## src/rtl/buzzer_pkg.sv

```systemverilog
// Shared definitions for the buzzer note arbiter.
//   NOTE_W / NOTE_REST : note code width and the rest (silence) code
//   SRC_*              : source indices (beep, free-play, learn, auto)
//   NUM_SRC / SRC_W    : number of sources and width of a source index
//   arb_state_e        : arbiter FSM states
//   src_onehot()       : source index to one-hot grant vector
package buzzer_pkg;

    localparam int unsigned NOTE_W    = 5;
    localparam logic [NOTE_W-1:0] NOTE_REST = '0;

    localparam int unsigned NUM_SRC = 4;
    localparam int unsigned SRC_W   = 2;

    localparam logic [SRC_W-1:0] SRC_BEEP  = 2'd0;
    localparam logic [SRC_W-1:0] SRC_FREE  = 2'd1;
    localparam logic [SRC_W-1:0] SRC_LEARN = 2'd2;
    localparam logic [SRC_W-1:0] SRC_AUTO  = 2'd3;

    typedef enum logic [1:0] {
        StIdle,
        StGrant,
        StGap
    } arb_state_e;

    function automatic logic [NUM_SRC-1:0] src_onehot(input logic [SRC_W-1:0] src);
        logic [NUM_SRC-1:0] oh;
        oh      = '0;
        oh[src] = 1'b1;
        return oh;
    endfunction

endpackage

```

## src/rtl/buzzer_arb_pick.sv

```systemverilog
// Combinational winner selection for the buzzer arbiter.
//   eff        in  4 : effective requests (req & src_en)
//   last_owner in  2 : most recent owner, round-robin search origin
//   owner      in  2 : current owner, used for the preemption decision
//   any        out 1 : at least one effective request
//   winner     out 2 : selected source
//   preempt    out 1 : a request that may preempt the current owner is present
// Macro BUZZER_ARB_RR_EN: sources 1..3 rotate round-robin, beep keeps absolute
// priority and is the only preemptor. Undefined: fixed priority, lowest index wins.
module buzzer_arb_pick
    import buzzer_pkg::*;
(
    input  logic [NUM_SRC-1:0] eff,
    input  logic [SRC_W-1:0]   last_owner,
    input  logic [SRC_W-1:0]   owner,
    output logic               any,
    output logic [SRC_W-1:0]   winner,
    output logic               preempt
);

    assign any = |eff;

`ifdef BUZZER_ARB_RR_EN
    always_comb begin
        winner  = SRC_BEEP;
        preempt = eff[SRC_BEEP] && (owner != SRC_BEEP);
        if (!eff[SRC_BEEP]) begin
            // Search starts just after the last owner, wrapping 3 -> 1.
            unique case (last_owner)
                SRC_FREE: begin
                    if (eff[2])      winner = SRC_LEARN;
                    else if (eff[3]) winner = SRC_AUTO;
                    else if (eff[1]) winner = SRC_FREE;
                end
                SRC_LEARN: begin
                    if (eff[3])      winner = SRC_AUTO;
                    else if (eff[1]) winner = SRC_FREE;
                    else if (eff[2]) winner = SRC_LEARN;
                end
                default: begin
                    if (eff[1])      winner = SRC_FREE;
                    else if (eff[2]) winner = SRC_LEARN;
                    else if (eff[3]) winner = SRC_AUTO;
                end
            endcase
        end
    end
`else
    always_comb begin
        winner = SRC_BEEP;
        if (eff[0])      winner = SRC_BEEP;
        else if (eff[1]) winner = SRC_FREE;
        else if (eff[2]) winner = SRC_LEARN;
        else if (eff[3]) winner = SRC_AUTO;
    end

    // Only strictly lower indices outrank the owner.
    always_comb begin
        preempt = 1'b0;
        unique case (owner)
            SRC_BEEP:  preempt = 1'b0;
            SRC_FREE:  preempt = eff[0];
            SRC_LEARN: preempt = |eff[1:0];
            default:   preempt = |eff[2:0];
        endcase
    end
`endif

    logic unused_last;
    assign unused_last = ^last_owner;

endmodule

```

## src/rtl/buzzer_arbiter.sv

```systemverilog
// Shares the buzzer note input between beep, free-play, learn and auto sources.
// Enforces a minimum note hold per owner and a forced silent gap on every
// ownership change.
//   clk      in  1  : system clock
//   rst_n    in  1  : asynchronous active-low reset
//   req      in  4  : per-source request (0 beep, 1 free, 2 learn, 3 auto)
//   note_in  in  20 : source i note at [5i+4:5i]
//   src_en   in  4  : per-source enable; disabled requests are ignored
//   pause    in  1  : freeze state/counters and mute
//   note_out out 5  : registered note to the buzzer
//   grant    out 4  : one-hot owner, 0 when none
//   busy     out 1  : high in GRANT or GAP
// Macro BUZZER_ARB_RR_EN selects round-robin among sources 1..3 (see buzzer_arb_pick).
module buzzer_arbiter
    import buzzer_pkg::*;
#(
    parameter int unsigned MIN_HOLD_CYCLES = 5_000_000,
    parameter int unsigned GAP_CYCLES      = 500_000
) (
    input  logic                       clk,
    input  logic                       rst_n,
    input  logic [NUM_SRC-1:0]         req,
    input  logic [NUM_SRC*NOTE_W-1:0]  note_in,
    input  logic [NUM_SRC-1:0]         src_en,
    input  logic                       pause,
    output logic [NOTE_W-1:0]          note_out,
    output logic [NUM_SRC-1:0]         grant,
    output logic                       busy
);

    localparam int unsigned CNT_MAX = (MIN_HOLD_CYCLES > GAP_CYCLES) ? MIN_HOLD_CYCLES
                                                                      : GAP_CYCLES;
    localparam int unsigned CNT_W   = $clog2(CNT_MAX + 1);
    localparam logic [CNT_W-1:0] HOLD_LOAD = CNT_W'(MIN_HOLD_CYCLES - 1);
    localparam logic [CNT_W-1:0] GAP_LOAD  = CNT_W'(GAP_CYCLES - 1);
    localparam logic [CNT_W-1:0] CNT_ONE   = CNT_W'(1);

    arb_state_e         state_q;
    logic [SRC_W-1:0]   owner_q;
    logic [CNT_W-1:0]   cnt_q;
    logic [NOTE_W-1:0]  note_last_q;

    logic [NUM_SRC-1:0] eff;
    logic [NOTE_W-1:0]  notes [NUM_SRC];
    logic               any;
    logic [SRC_W-1:0]   winner;
    logic               preempt;

    assign eff = req & src_en;

    for (genvar g = 0; g < NUM_SRC; g++) begin : g_notes
        assign notes[g] = note_in[NOTE_W*g +: NOTE_W];
    end

    buzzer_arb_pick u_pick (
        .eff        (eff),
        .last_owner (owner_q),
        .owner      (owner_q),
        .any        (any),
        .winner     (winner),
        .preempt    (preempt)
    );

    assign busy = (state_q != StIdle);

    always_ff @(posedge clk or negedge rst_n) begin
        if (!rst_n) begin
            state_q     <= StIdle;
            owner_q     <= SRC_BEEP;
            cnt_q       <= '0;
            note_last_q <= NOTE_REST;
            note_out    <= NOTE_REST;
            grant       <= '0;
        end else if (pause) begin
            // Everything freezes except the output, which goes silent.
            note_out <= NOTE_REST;
        end else begin
            unique case (state_q)
                StIdle: begin
                    if (any) begin
                        state_q     <= StGrant;
                        owner_q     <= winner;
                        grant       <= src_onehot(winner);
                        note_out    <= notes[winner];
                        note_last_q <= notes[winner];
                        cnt_q       <= HOLD_LOAD;
                    end
                end
                StGrant: begin
                    if (!src_en[owner_q] || (!eff[owner_q] && cnt_q == '0) ||
                        (eff[owner_q] && preempt && cnt_q == '0)) begin
                        state_q  <= StGap;
                        grant    <= '0;
                        note_out <= NOTE_REST;
                        cnt_q    <= GAP_LOAD;
                    end else if (!eff[owner_q]) begin
                        // Owner released early: keep the last note until the hold expires.
                        note_out <= note_last_q;
                        cnt_q    <= cnt_q - CNT_ONE;
                    end else begin
                        note_out    <= notes[owner_q];
                        note_last_q <= notes[owner_q];
                        if (cnt_q != '0) cnt_q <= cnt_q - CNT_ONE;
                    end
                end
                StGap: begin
                    if (cnt_q != '0) begin
                        cnt_q <= cnt_q - CNT_ONE;
                    end else if (any) begin
                        state_q     <= StGrant;
                        owner_q     <= winner;
                        grant       <= src_onehot(winner);
                        note_out    <= notes[winner];
                        note_last_q <= notes[winner];
                        cnt_q       <= HOLD_LOAD;
                    end else begin
                        state_q <= StIdle;
                    end
                end
                default: begin
                    state_q  <= StIdle;
                    grant    <= '0;
                    note_out <= NOTE_REST;
                end
            endcase
        end
    end

endmodule

```

## config.mk

```make
export PLATFORM = sky130hd
export DESIGN_NAME = buzzer_arbiter
export DESIGN_NICKNAME = d
export VERILOG_FILES = /design/src/rtl/buzzer_pkg.sv /design/src/rtl/buzzer_arb_pick.sv /design/src/rtl/buzzer_arbiter.sv
export SDC_FILE = /design/constraint.sdc
export NUM_CORES = 1
export LEC_CHECK = 0
export ABC_AREA = 1
export BUFFER_PORTS_ARGS = -buffer_cell sky130_fd_sc_hd__buf_4
export CORE_ASPECT_RATIO = 0.8
export CORE_MARGIN = 1.5
export CORE_UTILIZATION = 50
export CTS_CLUSTER_DIAMETER = 60
export CTS_CLUSTER_SIZE = 10
export DETAILED_ROUTE_END_ITERATION = 6
export PLACE_DENSITY = 0.74
export SLEW_MARGIN = 20
export SYNTH_ARGS = -nofsm -noshare
export SYNTH_HDL_FRONTEND = slang
export SYNTH_SLANG_ARGS = --single-unit
```

## constraint.sdc

```tcl
create_clock -name clk -period 2.8 [get_ports clk]
set_input_delay 0.14 -clock clk [delete_from_list [all_inputs] [get_ports clk]]
set_output_delay 0.14 -clock clk [all_outputs]
set_load 0.01 [all_outputs]
```

After elaboration in Yosys (flattened, before gate mapping)
Index checks and enable logic that the tools add are counted.

word-level totals
  bits in registers = 41
  output and inout bits = 10

cells by class
  order comparisons = 5
  $add $sub $neg = 1
  reductions and logical operators = 23
  bitwise logic cells = 4
  multiplexer cells = 45
  eq/ne operators = 10

operators by type and width
  cell                     count
  $mux W23                 5
  $pmux W23 S3             1
  $mux W5                  12
  $pmux W5 S3              2
  $logic_not A23 Y1        1
  $reduce_bool A23 Y1      1
  $sub A23 B1 Y23 const B  1
  $bmux W5 S2              2
  $mux W2                  9
  $mux W4                  3
  $pmux W4 S3              1
  $reduce_and A3 Y1        3
  $ne A2 B2 Y1 const B     4
  $reduce_and A4 Y1        2
  $ge A3 B3 Y1 const B     2
  $lt A2 B3 Y1 const B     2
  $not A2 Y3               2
  $pmux W2 S3              1
  $and A4 B4 Y4            1
  $bmux W1 S2              2
  $eq A2 B1 Y1 const B     2
  $eq A2 B2 Y1 const B     2
  $logic_and A1 B1 Y1      4
  $logic_not A2 Y1         2
  15 further kinds         21

Depth between registers and ports, before layout
Gate-level depths: netlist of run 1.

  depth in word-level cells = 13
  gate-level depth with buffers = 15
  mapped depth without buffers = 13

Modules after synthesis
Synthesis of run 1 repeated with hierarchy kept, for this count alone.

second synthesis, totals
  cells, all modules = 584
  area, all modules = 3627.2 sq um

by module, submodules not included
  module           instances  seq. area each (sq um)  cells each  area an instance (sq um)
  buzzer_arbiter   1          1026.0                  572         3573.4
  buzzer_arb_pick  1          0.0                     12          53.8

Worst setup path after synthesis of run 1
Ideal clock, no wire load.

  path kind = reg2reg
  from = register state_q[0]
  to = register grant[1]
  period minus slack after synthesis = 1.820 ns
  data arrival time = 1.691 ns
  data required time = 2.671 ns
  setup time = 0.129 ns
  stages on the path, launching flop included = 11
  path slack = 0.980 ns
  path through = dfrtp_1 inv_1 ha_1 nor2_1 clkinv_1 nand2_1 nand2_2 nor2_1 nand2_1 nand2_1 o31ai_2

on the way
  cells in the longest elaborated chain, start to end = 3

RTL lines
  item                                                 RTL line               source
  start: declaration                                   buzzer_arbiter.sv:38   arb_state_e state_q;
  start signal: assignment                             buzzer_arbiter.sv:68   state_q <= StIdle;
  start signal: assignment                             buzzer_arbiter.sv:81   state_q <= StGrant;
  start signal: assignment                             buzzer_arbiter.sv:92   state_q <= StGap;
  $eq A2 B1 Y1 / $eq A2 B2 Y1 (equally long branches)  buzzer_arbiter.sv:78   unique case (state_q)
  $ne A2 B2 Y1 (no source line)                        -
  $reduce_and A3 Y1 (no source line)                   -
  end signal: assignment                               buzzer_arbiter.sv:83   grant <= src_onehot(winner);
  end signal: assignment                               buzzer_arbiter.sv:112  grant <= src_onehot(winner);
  end: declaration                                     buzzer_arbiter.sv:27   output logic [NUM_SRC-1:0] grant,

Several ways; a longest one is shown, not always the timed one.
A chain may end at the register's enable or synchronous reset.

Final worst setup path of run 1
  from = register cnt_q[0]
  to = register cnt_q[16]

on the way
  cells in the longest elaborated chain, start to end = 6

RTL lines
  item                                                     RTL line               source
  start: declaration                                       buzzer_arbiter.sv:40   logic [CNT_W-1:0] cnt_q;
  start signal: assignment                                 buzzer_arbiter.sv:99   cnt_q <= cnt_q - CNT_ONE;
  start signal: assignment                                 buzzer_arbiter.sv:103  if (cnt_q != '0) cnt_q <= cnt_q - CNT_ONE;
  start signal: assignment                                 buzzer_arbiter.sv:108  cnt_q <= cnt_q - CNT_ONE;
  branches (longest 6 deep; another with $sub A23 B1 Y23)  -

Several ways; the timed one is not identified. The select of a mux whose other input is x is not followed.

==> results of run 1 <==
==> power breakdown <==
group          switching (mW)  total [mW]  leakage (nW)  internal, mW
sequential              0.268        1.08         0.523         0.817
combinational            1.37        2.08          1.37         0.708
clock                   0.217       0.508        0.0585         0.291
total                    1.86        3.67          1.95          1.82
==> layer usage <==
metal | vias to the layer above | track usage (%) | routed length [um]
li1 | 1730 | - | -
met4 | 0 | 7.164 | 89
met5 | - | 0 | 0
met2 | 139 | 39.86 | 3946
met3 | 13 | 4.391 | 724
met1 | 1632 | 40.31 | 4402
==> per-stage QoR <==
stage	instance area (um2)	std cells	utilization (%)	total power [mW]	worst slack, ns
after floorplan	3348	509	-	2.557	0.9805
after global placement	3707	626	57.56	3.057	0.6773
after detailed placement	3707	626	57.56	3.113	0.5631
after CTS	3834	635	59.52	3.643	0.5303
after global routing	3834	635	59.52	3.985	0.2887
final	3834	635	59.52	3.674	0.5035
==> final timing paths <==
check | end | slack, ns | cells past startpoint
min | state_q[1]$_DFFE_PN0P_ | 0.22 | 4
max | cnt_q[16]$_DFFE_PN0P_ | 0.50 | 10
max in group asynchronous | cnt_q[18]$_DFFE_PN0P_ | 2.08 | 2
max reg2reg | cnt_q[16]$_DFFE_PN0P_ | 0.50 | 10
min in group asynchronous | cnt_q[12]$_DFFE_PN0P_ | 0.35 | 2
min reg2reg | note_out[2]$_DFFE_PN0P_ | 0.49 | 2
==> worst max-delay path: stages, from the launching register on <==
cell and delay (ns):
dfrtp_1 0.44, inv_1 0.13, ha_1 0.16, nand2_1 0.07
nor2_2 0.18, nand3_2 0.18, o21ai_2 0.45, nand2_1 0.21
o21ai_0 0.24, nor2_1 0.07, nor2_1 0.09
==> kinds of logic (layout without fill, tap and decap cells) <==
logic type	Yosys count	count (layout)	synth area share [%]
simple gates	309	309	42.75
buf+inv	66	108	8.408
compound gates	73	73	12.29
fa+ha+maj	6	6	2.242
xor+xnor	14	14	3.662
flops	41	41	30.64
==> registers in the layout, summed over array words and instances (netlist names) <==
name         cells
note_last_q      5
owner_q          2
note_out         5
grant            4
state_q          2
cnt_q           23
==> layout make-up <==
cell class / count / area [um2] / share of cell area [%]
Multi-Input combinational cell: 402 / 2041 / 53.23
Sequential cell: 41 / 1026 / 26.76
Timing Repair Buffer: 44 / 332.8 / 8.681
Inverter: 56 / 212.7 / 5.548
Tap cell: 84 / 105.1 / 2.742
Clock buffer: 7 / 86.33 / 2.252
Clock inverter: 1 / 30.03 / 0.7833
==> Yosys cell counts, drive strengths merged <==
cell,number
nand4,14
nor2,65
nand3,40
xor2,10
nor3,3
nand3b,5
o22ai,4
o31ai,5
a21oi,7
nand2,181
o21ai,49
clkinv,1
ha,6
inv,55
buf,8
o211ai,8
clkbuf,2
dfrtp,41
nor4,1
xnor2,4
==> what timing repair did <==
action / in CTS / in global routing
hold buffers: 1 / 0
endpoints found under the setup margin: 0 / 0
hold endpoints to repair: 41 / 0
==> impl_metrics.yaml, run 1 <==
timing:
  worst_pin_slew_ns: 0.5708
  hold_viol_final: 0
  slew_headroom_pct: 61.54
  maxSlewViolCount: 0
  period_minus_slack_ns: 2.297
  fin_crit_sh_pct: 82.02
  clock_skew_ns: 0.008791
  max_freq_mhz: 435.4
  setup_viol: 0
  hold_ws_ns: 0.2177
  rsz0062_at_grt: "false"
  fin_tns_setup_ns: 0
clocking:
  clkSinkCount: 41
  clk_path_buf_depth: 2
  cts-root-buf: "clkbuf_8"
  postCtsSetupRepairBufs: 0
  clock_latency_ns: 0.30
  h-tree-depth: 2
  cts.clk_slew.worst_paths_ns: 0.09
  cts_resized: 0
  cts_buffers: 5
  tritoncts: "done"
floorplanning:
  die_h_um: 76.19
  die_area_um2: 7199
  die-width_um: 94.49
  initial_core_util_pct: 51.98
  rows: 26
  core_um2: 6441
  pin_count: 41
synthesis:
  yosysSeqAreaShare_pct: 30.64
  synth_warnings: 0
  synth_seq_cells: 41
  synth.area.top_cells: "dfrtp_1 (31%), nand2_1 (19%), o21ai_0 (5.8%)"
  synthCells: 509
  synth_top_area_cell: "dfrtp_1"
  syn_area_um2: 3348
  synth.net_count: 546
  avgSynthCellArea_um2: 6.578
  yosysTopAreaCellShare_pct: 30.64
  synth.distinct_cells: 36
drt:
  remaining_drc_errors: 0
  ant_nets: 0
  vias: 3514
  avgRoutedWirePerCell_um: 14.43
  wl_um: 9163
  drt_iter0_drc: 333
  drt_pass1_iterations: 6
  viasPerCell: 5.534
global_route:
  grt_max_degree: 42
  track_usage_pct: 26.92
  first_global_vias: 3322
  antenna_found_initial: 0
  grt-ovfl-total: 0
  grt_pass1_wl_um: 15460
worst_setup_path:
  start_kind: "register"
  arrival_ns: 2.53
  cp_max_fo: 11
  cp-end-kind: "register"
  startpoint: "cnt_q[0]$_DFFE_PN0P_"
  crit_required_ns: 3.03
  reg2reg_from: "cnt_q[0]$_DFFE_PN0P_"
  worstSetupPathType: "register to register"
place:
  dp_hpwl_um: 6945
  io_buffers: 40
  gp_congestion: 0.9657
layout:
  fillers: 598
  final_layout_size_suffix_gt1_share_pct: 16.52
  final_net_count: 587
  antenna_cells: 0
  layout_commonest_cell: "nand2_1"
  final_cell_mix: "nand2_1 (166), inv_1 (51), nor2_1 (51), buf_4 (43), dfrtp_1 (41)"
  syn_to_final_growth_pct: 14.50
pwr:
  powerDensity_nw_per_um2: 958.2
  vdd_drop_max_v: 0.0003877
  p_leak_nw: 1.953
hold_path:
  holdCritStartpoint: "pause"
  hp-class: "input pin to register"
flow_run:
  drv_cap: 0
run_status:
  status: "completed"
(Power assumes the default switching activity.)
==> run 2, diff against run 1 <==
- ABC_AREA: 1 -> 0
- clock period: 2.8 -> 2.35 ns (I/O delays scaled with it)
==> impl_metrics.yaml, run 2 <==
synthesis:
  synth_warnings: 0
  yosysTopAreaCellShare_pct: 31.53
  synthCells: 363
  synth-main-ff-cell: "dfrtp_1"
  synth.net_count: 400
  synth.area.top_cells: "dfrtp_1 (32%), a22o_1 (3.5%), mux4_2 (3.5%)"
  synth_seq_cells: 41
  yosysSeqAreaShare_pct: 31.53
  avgSynthCellArea_um2: 8.965
  synth_edf_count: 0
  syn_area_um2: 3254
  synth-adder-area-share_pct: 2.307
  synth_top_area_cell: "dfrtp_1"
  synthSimpleGateAreaFrac_pct: 24.18
  synth.distinct_cells: 67
  ys_top_cells_by_count: "dfrtp_1 (41), nor2_1 (29), nand2_1 (26), o21ai_0 (21), nor3_1 (17)"
  synthMostInstantiatedCell: "dfrtp_1"
  synth_compound_area_share_pct: 30.03
  async_flop_share_pct: 100.0
  yosys.area_share.xor_xnor_pct: 0.2691
  synth_top_family_by_area: "compound AO/OA/AOI/OAI gates"
  synthMuxAreaShare_pct: 8.381
layout:
  antenna_cells: 0
  biggestRegsByFlops: "cnt_q x23, note_last_q x5, note_out x5"
  final_net_count: 512
  final_layout_size_suffix_gt1_share_pct: 41.18
  final_cell_mix: "buf_4 (114), dfrtp_1 (41), nor2_1 (29), nand2_1 (23), o21ai_0 (20)"
  layout_commonest_cell: "buf_4"
  syn_to_final_growth_pct: 42.75
  final_cells: 560
  largest_register_ffs: 23
  max_flop_register: "cnt_q"
floorplanning:
  core_um2: 6344
  pin_count: 41
  initial_core_util_pct: 51.30
  rows: 26
  die_h_um: 75.16
  die-width_um: 93.20
  die_area_um2: 7005
worst_setup_path:
  arrival_ns: 2.62
  critPathBufInv: 2
  crit_path_frequent_cell: "buf_4"
  crit_required_ns: 2.55
  slowest_stage: "dfrtp_1"
  cp_top_family: "compound AO/OA/AOI/OAI gates"
  worstSetupPathType: "register to register"
  reg2reg_from: "owner_q[1]$_DFFE_PN0P_"
  cp_max_fo: 10
  crit_chain: "nand4b_1 > o2111a_1 > nor3_2 > buf_4 > a211o_4 > buf_4 > a221o_1 > a21o_1"
  startpoint: "owner_q[1]$_DFFE_PN0P_"
  max_stage_delay_ns: 0.54
  start_kind: "register"
  cp-end-kind: "register"
timing:
  max_freq_mhz: 411.9
  rsz0062_at_grt: "true"
  worst_slack_ns: -0.07763
  setup_viol: 16
  period_minus_slack_ns: 2.428
  maxSlewViolCount: 0
  slew_headroom_pct: 60.76
  worst_pin_slew_ns: 0.5886
  clock_skew_ns: 0.005353
  fin_crit_sh_pct: 103.3
  hold_viol_final: 0
clocking:
  cts_buffers: 5
  tritoncts: "done"
  h-tree-depth: 2
  clk_path_buf_depth: 2
  clock_latency_ns: 0.30
  cts-root-buf: "clkbuf_8"
  clkSinkCount: 41
  cts.clk_slew.worst_paths_ns: 0.09
drt:
  vias: 3822
  drt_iter0_drc: 503
  drt_pass1_iterations: 5
  wl_um: 11630
  avgRoutedWirePerCell_um: 20.77
  ant_nets: 0
  remaining_drc_errors: 0
  viasPerCell: 6.825
pwr:
  pwr-share-clk_pct: 11.6
  vdd_drop_max_v: 0.0007827
  fin_total_pwr_mw: 5.946
  p_sw_mw: 2.663
  p_int_mw: 3.283
  swShare_pct: 44.78
  seqPwrFrac_pct: 20.9
  power_frac_comb_pct: 67.5
  p_leak_nw: 1.967
  powerDensity_nw_per_um2: 1280
global_route:
  track_usage_pct: 31.14
  grt_max_degree: 42
  grt_pass1_wl_um: 16810
  antenna_found_initial: 0
  grtUsageMet3_pct: 6.465
  met2_usage_pct: 46.39
  grt-ovfl-total: 0
  grt_use_met1_pct: 46.41
  first_global_vias: 3295
  top_usage_layer: "met1"
hold_path:
  holdCritStartpoint: "pause"
  hp-class: "input pin to register"
place:
  place_ws_ns: -0.02914
  io_buffers: 40
  gp_congestion: 0.9662
  dpl.cell_count: 531
  dp_hpwl_um: 7727
flow_run:
  drv_cap: 0
run_status:
  violations: "negative setup slack"
  status: "finished with violations"
-- run 2: cell count changes in the layout (fill, tap and decap cells not counted), sizes merged, moves of 17 or more --
cell	delta
nor2	-36
buf	+77
inv	-47
nor3	+17
nand2	-155
nand3	-29
o21ai	-25
-- run 2: worst reg2reg max path, stage by stage, from the launching register on --
cell      delay, ns
dfrtp_1        0.54
nand4b_1       0.27
o2111a_1       0.28
nor3_2         0.06
buf_4          0.15
a211o_4        0.38
buf_4          0.17
a221o_1        0.28
a21o_1         0.18
-- run 2: cell families (layout without fill, tap and decap cells) --
family	Yosys count	in the layout
and+or+nand+nor	136	136
AOI/OAI and AO/OA	134	134
DFF	41	41
buffers and inverters	25	138
muxes	20	20
adders and majority gates	6	6
xor gates and xnor gates	1	1
-- run 2: power groups by stage --
stage | Sequential [mW] | Clock (mW) | Combinational, mW
6_report | 1.24 | 0.690 | 4.01
3_5_place_dp | 1.24 | 0 | 3.25
2_1_floorplan | 1.26 | 0 | 1.99
4_1_cts | 1.23 | 0.699 | 3.40
3_3_place_gp | 1.22 | 0 | 3.18
5_1_grt | 1.27 | 0.723 | 4.23
-- run 2: worst paths after layout --
| path | slack (ns) | endpoint | cells past startpoint |
|---|---|---|---|
| worst min-delay path | 0.28 | note_out[0]$_DFFE_PN0P_ | 3 |
| max in group asynchronous | 1.64 | grant[2]$_DFFE_PN0P_ | 2 |
| worst max register to register | -0.08 | cnt_q[7]$_DFFE_PN0P_ | 8 |
| min in group asynchronous | 0.33 | note_out[4]$_DFFE_PN0P_ | 2 |
| worst min register to register | 0.51 | note_out[1]$_DFFE_PN0P_ | 1 |
| worst max-delay path | -0.08 | cnt_q[7]$_DFFE_PN0P_ | 8 |
-- run 2: metrics by stage --
stage	TNS [ns]	hold slack (ns)	util [%]	area [um2]
CTS	0	0.2296	67.89	4307
detailed placement	-0.1113	0.1405	64.02	4061
floorplan	0	-0.1781	-	3263
global placement	-0.03024	0.1383	64.02	4061
finish	-0.6576	0.2789	73.23	4646
global route	-3.173	0.2957	73.23	4646
-- run 2: layout make-up --
type	instances	area, um2
multi-input cells	297	2392
fillers	438	1698
flip-flops and latches	41	1026
repair buffers	122	958.4
well taps	84	105.1
clock buffers	5	68.82
clock inverters	3	65.06
inverters	8	30.03
-- run 2: what timing repair did --
item,4_1_cts,5_1_grt
gates cloned,0,1
endpoints found under the setup margin,16,38
resized for setup,13,46
buffers inserted,7,12
hold endpoints to repair,41,0
hold buffers,1,0
pin swaps,3,16
-- run 2: per-layer routing --
metal | vias up | part of all wire [%] | routed length, um
met2 | 313 | 45 | 5226
met5 | - | 0 | 0
met3 | 47 | 11 | 1312
met1 | 1797 | 41 | 4795
met4 | 0 | 2.6 | 297
li1 | 1665 | - | -
